<file path="src/rtl/mem_arbiter.sv">
// Two-port (fetch / load-store) arbiter for a single-port data memory, one transaction at a time.
// Define MEM_ARB_RR_EN for round-robin arbitration; otherwise D has fixed priority over I.
module mem_arbiter #(
    parameter int unsigned ADDR_W = 32,
    parameter int unsigned DATA_W = 32
) (
    input  logic              clk,
    input  logic              rst,
    input  logic              i_req_valid,
    output logic              i_req_ready,
    input  logic [ADDR_W-1:0] i_req_addr,
    output logic              i_resp_valid,
    input  logic              i_resp_ready,
    output logic [DATA_W-1:0] i_resp_data,
    input  logic              d_req_valid,
    output logic              d_req_ready,
    input  logic [ADDR_W-1:0] d_req_addr,
    input  logic              d_req_we,
    input  logic [DATA_W-1:0] d_req_wdata,
    output logic              d_resp_valid,
    input  logic              d_resp_ready,
    output logic [DATA_W-1:0] d_resp_data,
    output logic [ADDR_W-1:0] mem_addr,
    output logic              mem_we,
    output logic [DATA_W-1:0] mem_w_data,
    input  logic [DATA_W-1:0] mem_r_data
);

    typedef enum logic [1:0] {
        IDLE   = 2'd0,
        ACCESS = 2'd1,
        RESP   = 2'd2
    } state_t;

    state_t            r_state;
    state_t            w_next;
    logic [ADDR_W-1:0] r_addr;
    logic              r_we;
    logic [DATA_W-1:0] r_wdata;
    logic              r_owner_d;
    logic [DATA_W-1:0] r_i_resp_data;
    logic [DATA_W-1:0] r_d_resp_data;
    logic              w_grant_i;
    logic              w_grant_d;
    logic              w_accept;

`ifdef MEM_ARB_RR_EN
    // Set when D won the most recent accept; reset so D wins the first contention.
    logic              r_last_d;
`endif

    assign w_accept     = w_grant_i | w_grant_d;
    assign i_req_ready  = w_grant_i;
    assign d_req_ready  = w_grant_d;
    assign mem_addr     = r_addr;
    assign mem_w_data   = r_wdata;
    assign i_resp_data  = r_i_resp_data;
    assign d_resp_data  = r_d_resp_data;

    // State register
    always_ff @(posedge clk) begin
        if (rst) begin
            r_state <= IDLE;
        end else begin
            r_state <= w_next;
        end
    end

    // Next state, grants and memory/response strobes
    always_comb begin
        w_next       = r_state;
        w_grant_i    = 1'b0;
        w_grant_d    = 1'b0;
        mem_we       = 1'b0;
        i_resp_valid = 1'b0;
        d_resp_valid = 1'b0;
        case (r_state)
            IDLE: begin
                if (d_req_valid && i_req_valid) begin
`ifdef MEM_ARB_RR_EN
                    w_grant_d = ~r_last_d;
                    w_grant_i = r_last_d;
`else
                    w_grant_d = 1'b1;
`endif
                end else begin
                    w_grant_d = d_req_valid;
                    w_grant_i = i_req_valid;
                end
                if (w_grant_i || w_grant_d) begin
                    w_next = ACCESS;
                end
            end
            ACCESS: begin
                mem_we = r_we;
                w_next = RESP;
            end
            RESP: begin
                if (r_owner_d) begin
                    d_resp_valid = 1'b1;
                    if (d_resp_ready) begin
                        w_next = IDLE;
                    end
                end else begin
                    i_resp_valid = 1'b1;
                    if (i_resp_ready) begin
                        w_next = IDLE;
                    end
                end
            end
            default: w_next = IDLE;
        endcase
    end

    // Request latch and response capture; fetch accepts leave the write data untouched
    always_ff @(posedge clk) begin
        if (rst) begin
            r_addr        <= '0;
            r_we          <= 1'b0;
            r_wdata       <= '0;
            r_owner_d     <= 1'b0;
            r_i_resp_data <= '0;
            r_d_resp_data <= '0;
`ifdef MEM_ARB_RR_EN
            r_last_d      <= 1'b0;
`endif
        end else begin
            if (w_accept) begin
                r_owner_d <= w_grant_d;
                r_addr    <= w_grant_d ? d_req_addr : i_req_addr;
                r_we      <= w_grant_d & d_req_we;
                if (w_grant_d) begin
                    r_wdata <= d_req_wdata;
                end
`ifdef MEM_ARB_RR_EN
                r_last_d  <= w_grant_d;
`endif
            end
            if (r_state == ACCESS) begin
                if (r_owner_d) begin
                    r_d_resp_data <= r_we ? '0 : mem_r_data;
                end else begin
                    r_i_resp_data <= mem_r_data;
                end
            end
        end
    end

endmodule
</file>
<file path="config.mk">
export PLATFORM = sky130hd
export DESIGN_NAME = mem_arbiter
export DESIGN_NICKNAME = d
export VERILOG_FILES = /design/src/rtl/mem_arbiter.sv
export SDC_FILE = /design/constraint.sdc
export NUM_CORES = 1
export LEC_CHECK = 0
export ABC_AREA = 1
export CORE_MARGIN = 4
export CORE_UTILIZATION = 35
export CTS_CLUSTER_DIAMETER = 80
export CTS_CLUSTER_SIZE = 12
export DETAILED_ROUTE_END_ITERATION = 8
export PLACE_DENSITY = 0.71
export SLEW_MARGIN = 10
export SYNTH_ARGS = -nofsm -noshare
export SYNTH_HDL_FRONTEND = slang
export SYNTH_SLANG_ARGS = --single-unit
</file>
<file path="constraint.sdc">
create_clock -name clk -period 1.8 [get_ports clk]
set_clock_uncertainty 0.15 [all_clocks]
set_input_delay 0.36 -clock clk [delete_from_list [all_inputs] [get_ports clk]]
set_output_delay 0.36 -clock clk [all_outputs]
set_load 0.05 [all_outputs]
</file>
==> qor.yml <==
yosys:
  dominantRegCellSynth: "dfxtp_1"
  ys_warn_count: 0
  syn_area_mm2: 0.005388
  syn_avg_cell_area_um2: 7.290
  yosysTopAreaCell: "dfxtp_1"
  yosysMostFrequentCell: "nand2_1"
  synth_area_leaders: "dfxtp_1 49%, nand2_1 9.6%, a21oi_1 9.1%"
  synthCells: 739
  synthArstFlopShare_pct: 0
  syn_nets: 874
  yosysUniqueCellTypes: 17
  synth_seq_cells: 132
  synth_common_cells: "138 x nand2_1, 132 x dfxtp_1, 98 x a21oi_1"
  synth-edff-count: 0
  ys_seq_area_share_pct: 49.05
  synth_top_area_share_pct: 49.05
route:
  ant_nets: 0
  drt-pass1-iter-count: 4
  vias: 5748
  drt-total-wl_mm: 18.10
  drt_iter0_drc: 248
  post-route-drc-count: 0
  viasPerCell: 4.786
  wl_per_cell_um: 15.07
place:
  place_congestion: 0.8288
  hpwlAfterDp_mm: 12.68
  port_buffers: 267
  dp.cells: 1161
finish:
  nets: 1135
  seq_area_mm2: 0.002651
  nFillCells: 1467
  final_layout_size_suffix_gt1_share_pct: 21.82
  syn_to_final_growth_pct: 60.89
  stdcell_count: 1201
  multiInputGateArea_mm2: 0.002195
  diodes: 0
sta:
  max_freq_mhz: 562.4
  finalMaxSlewViolations: 0
  finalCritPeriodShare_pct: 98.78
  maxSlewHeadroom_pct: 74.63
  finalCriticalPeriod_ns: 1.778
  worstMarginPinSlew_ns: 0.3806
  finalSetupViolCount: 0
  hold_viol: 0
  grt_setup_unrepaired: "yes"
floorplan:
  die_w_um: 132.1
  io_pins: 268
  initial_core_util_pct: 35.57
  rows: 45
  dieArea_mm2: 0.01744
  core_area_mm2: 0.01515
  dieHeight_um: 132.1
clock_tree:
  insertion_delay_ns: 0.41
  htreeDepth: 4
  clk_path_buf_depth: 2
  clk_pin_slew_worst_paths_ns: 0.05
  cts_buffers: 17
  cts_hold_buf: 0
  cts_root_buf: "clkbuf_16"
  cts_tree: "built"
  cts_sinks: 132
worst_setup_path:
  worst-path-max-fanout: 3
  arrival_ns: 1.27
  critPathKind: "register to primary output"
  ff2ff_setup_slack_ns: 0.20
  startpoint_type: "register"
  critPathCaptureType: "primary output"
  crit_required_ns: 1.29
global_routing:
  overflow: 0
  grt_pass1_wl_mm: 28.55
  antenna_found_initial: 0
  grt_pass1_vias: 5484
  grt_util_all_layers_pct: 20.20
  grt_max_degree: 72
job:
  cap_violations: 0
power_and_ir_drop:
  p_total_mw: 9.076
  powerDensity_mw_per_mm2: 1047
  p_leak_nw: 3.834
  ir_drop_mv: 0.6225
run_status:
  status: "finished clean"
min_path:
  min_path_type: "input pin to register"
[layout by cell type, fill, tap and decap left out, drive strengths merged, types with 7 or more instances in the layout]
cell / n
dfxtp: 132
clkdlybuf4s50: 132
o21ai: 33
buf: 169
a21oi: 98
inv: 74
clkinv: 7
clkbuf: 19
nand4: 32
nand3: 96
nand2: 138
nor2: 76
[where the power goes]
group / leakage (nW) / total [mW] / internal, mW / switching [mW]
registers: 1.08 / 3.28 / 3.15 / 0.126
logic: 2.47 / 2.41 / 0.876 / 1.54
clock network: 0.281 / 3.39 / 2.10 / 1.28
[area by class of cell]
class                      instances  share of cell area [%]
timing repair buffer             302                   31.35
inverter                          74                   3.277
clock inverter                    13                   1.530
sequential                       132                   30.59
tap                              188                   2.714
clock buffer                      19                   5.225
multi-input combinational        473                   25.32
[metal layers]
metal | vias up | wire, um | global-route usage (%)
li1 | 2937 | - | -
met1 | 2579 | 7653 | 25.17
met2 | 200 | 8777 | 32.61
met3 | 32 | 1218 | 5.649
met4 | 0 | 445 | 9.102
met5 | - | 0 | 0
[metrics by stage]
stage                     cell area (um^2)  setup slack [ns]  utilization [%]  setup TNS (ns)  hold WS [ns]
after CTS                             8655          -0.02111            57.14        -0.05520       0.08251
after global placement                7965          -0.08072            52.59          -2.207        0.2995
after global routing                  8668          -0.03324            57.23        -0.09796        0.1346
final                                 8668           0.02198            57.23               0        0.1052
after detailed placement              7965           -0.1056            52.59          -3.790        0.3036
after floorplan                       5398          -0.01819                -        -0.01819        0.2901
[worst max-delay path: stages, from the launching register on]
cell and delay [ns]:
dfxtp_4 0.37, nor2_4 0.15, nand2_2 0.10, clkinv_2 0.10, buf_8 0.15
[registers in the layout (all words and copies together) (netlist names)]
name,cells
i_resp_data,32
mem_addr,32
d_resp_data,32
mem_w_data,32
r_owner_d,1
r_we,1
r_state,2
[timing repair]
| action | CTS | global route |
|---|---|---|
| endpoints found under the setup margin | 5 | 5 |
| buffers inserted | 7 | 1 |
| resized for setup | 20 | 3 |
| pin swaps | 7 | 6 |
[worst paths after layout]
path / from / end / cells after the start
min reg2reg: i_resp_data[31] / i_resp_data[31] / 2
min: rst / r_state[1] / 4
max: r_state[1] / d_req_ready / 4
max reg2reg: r_state[0] / i_resp_data[8] / 8
[cells by family after synthesis]
group           share of synthesized area, %
compound gates                         12.17
buf+inv                                11.01
flops                                  49.05
simple gates                           27.78
No activity file was read; power rests on OpenSTA's default activity.
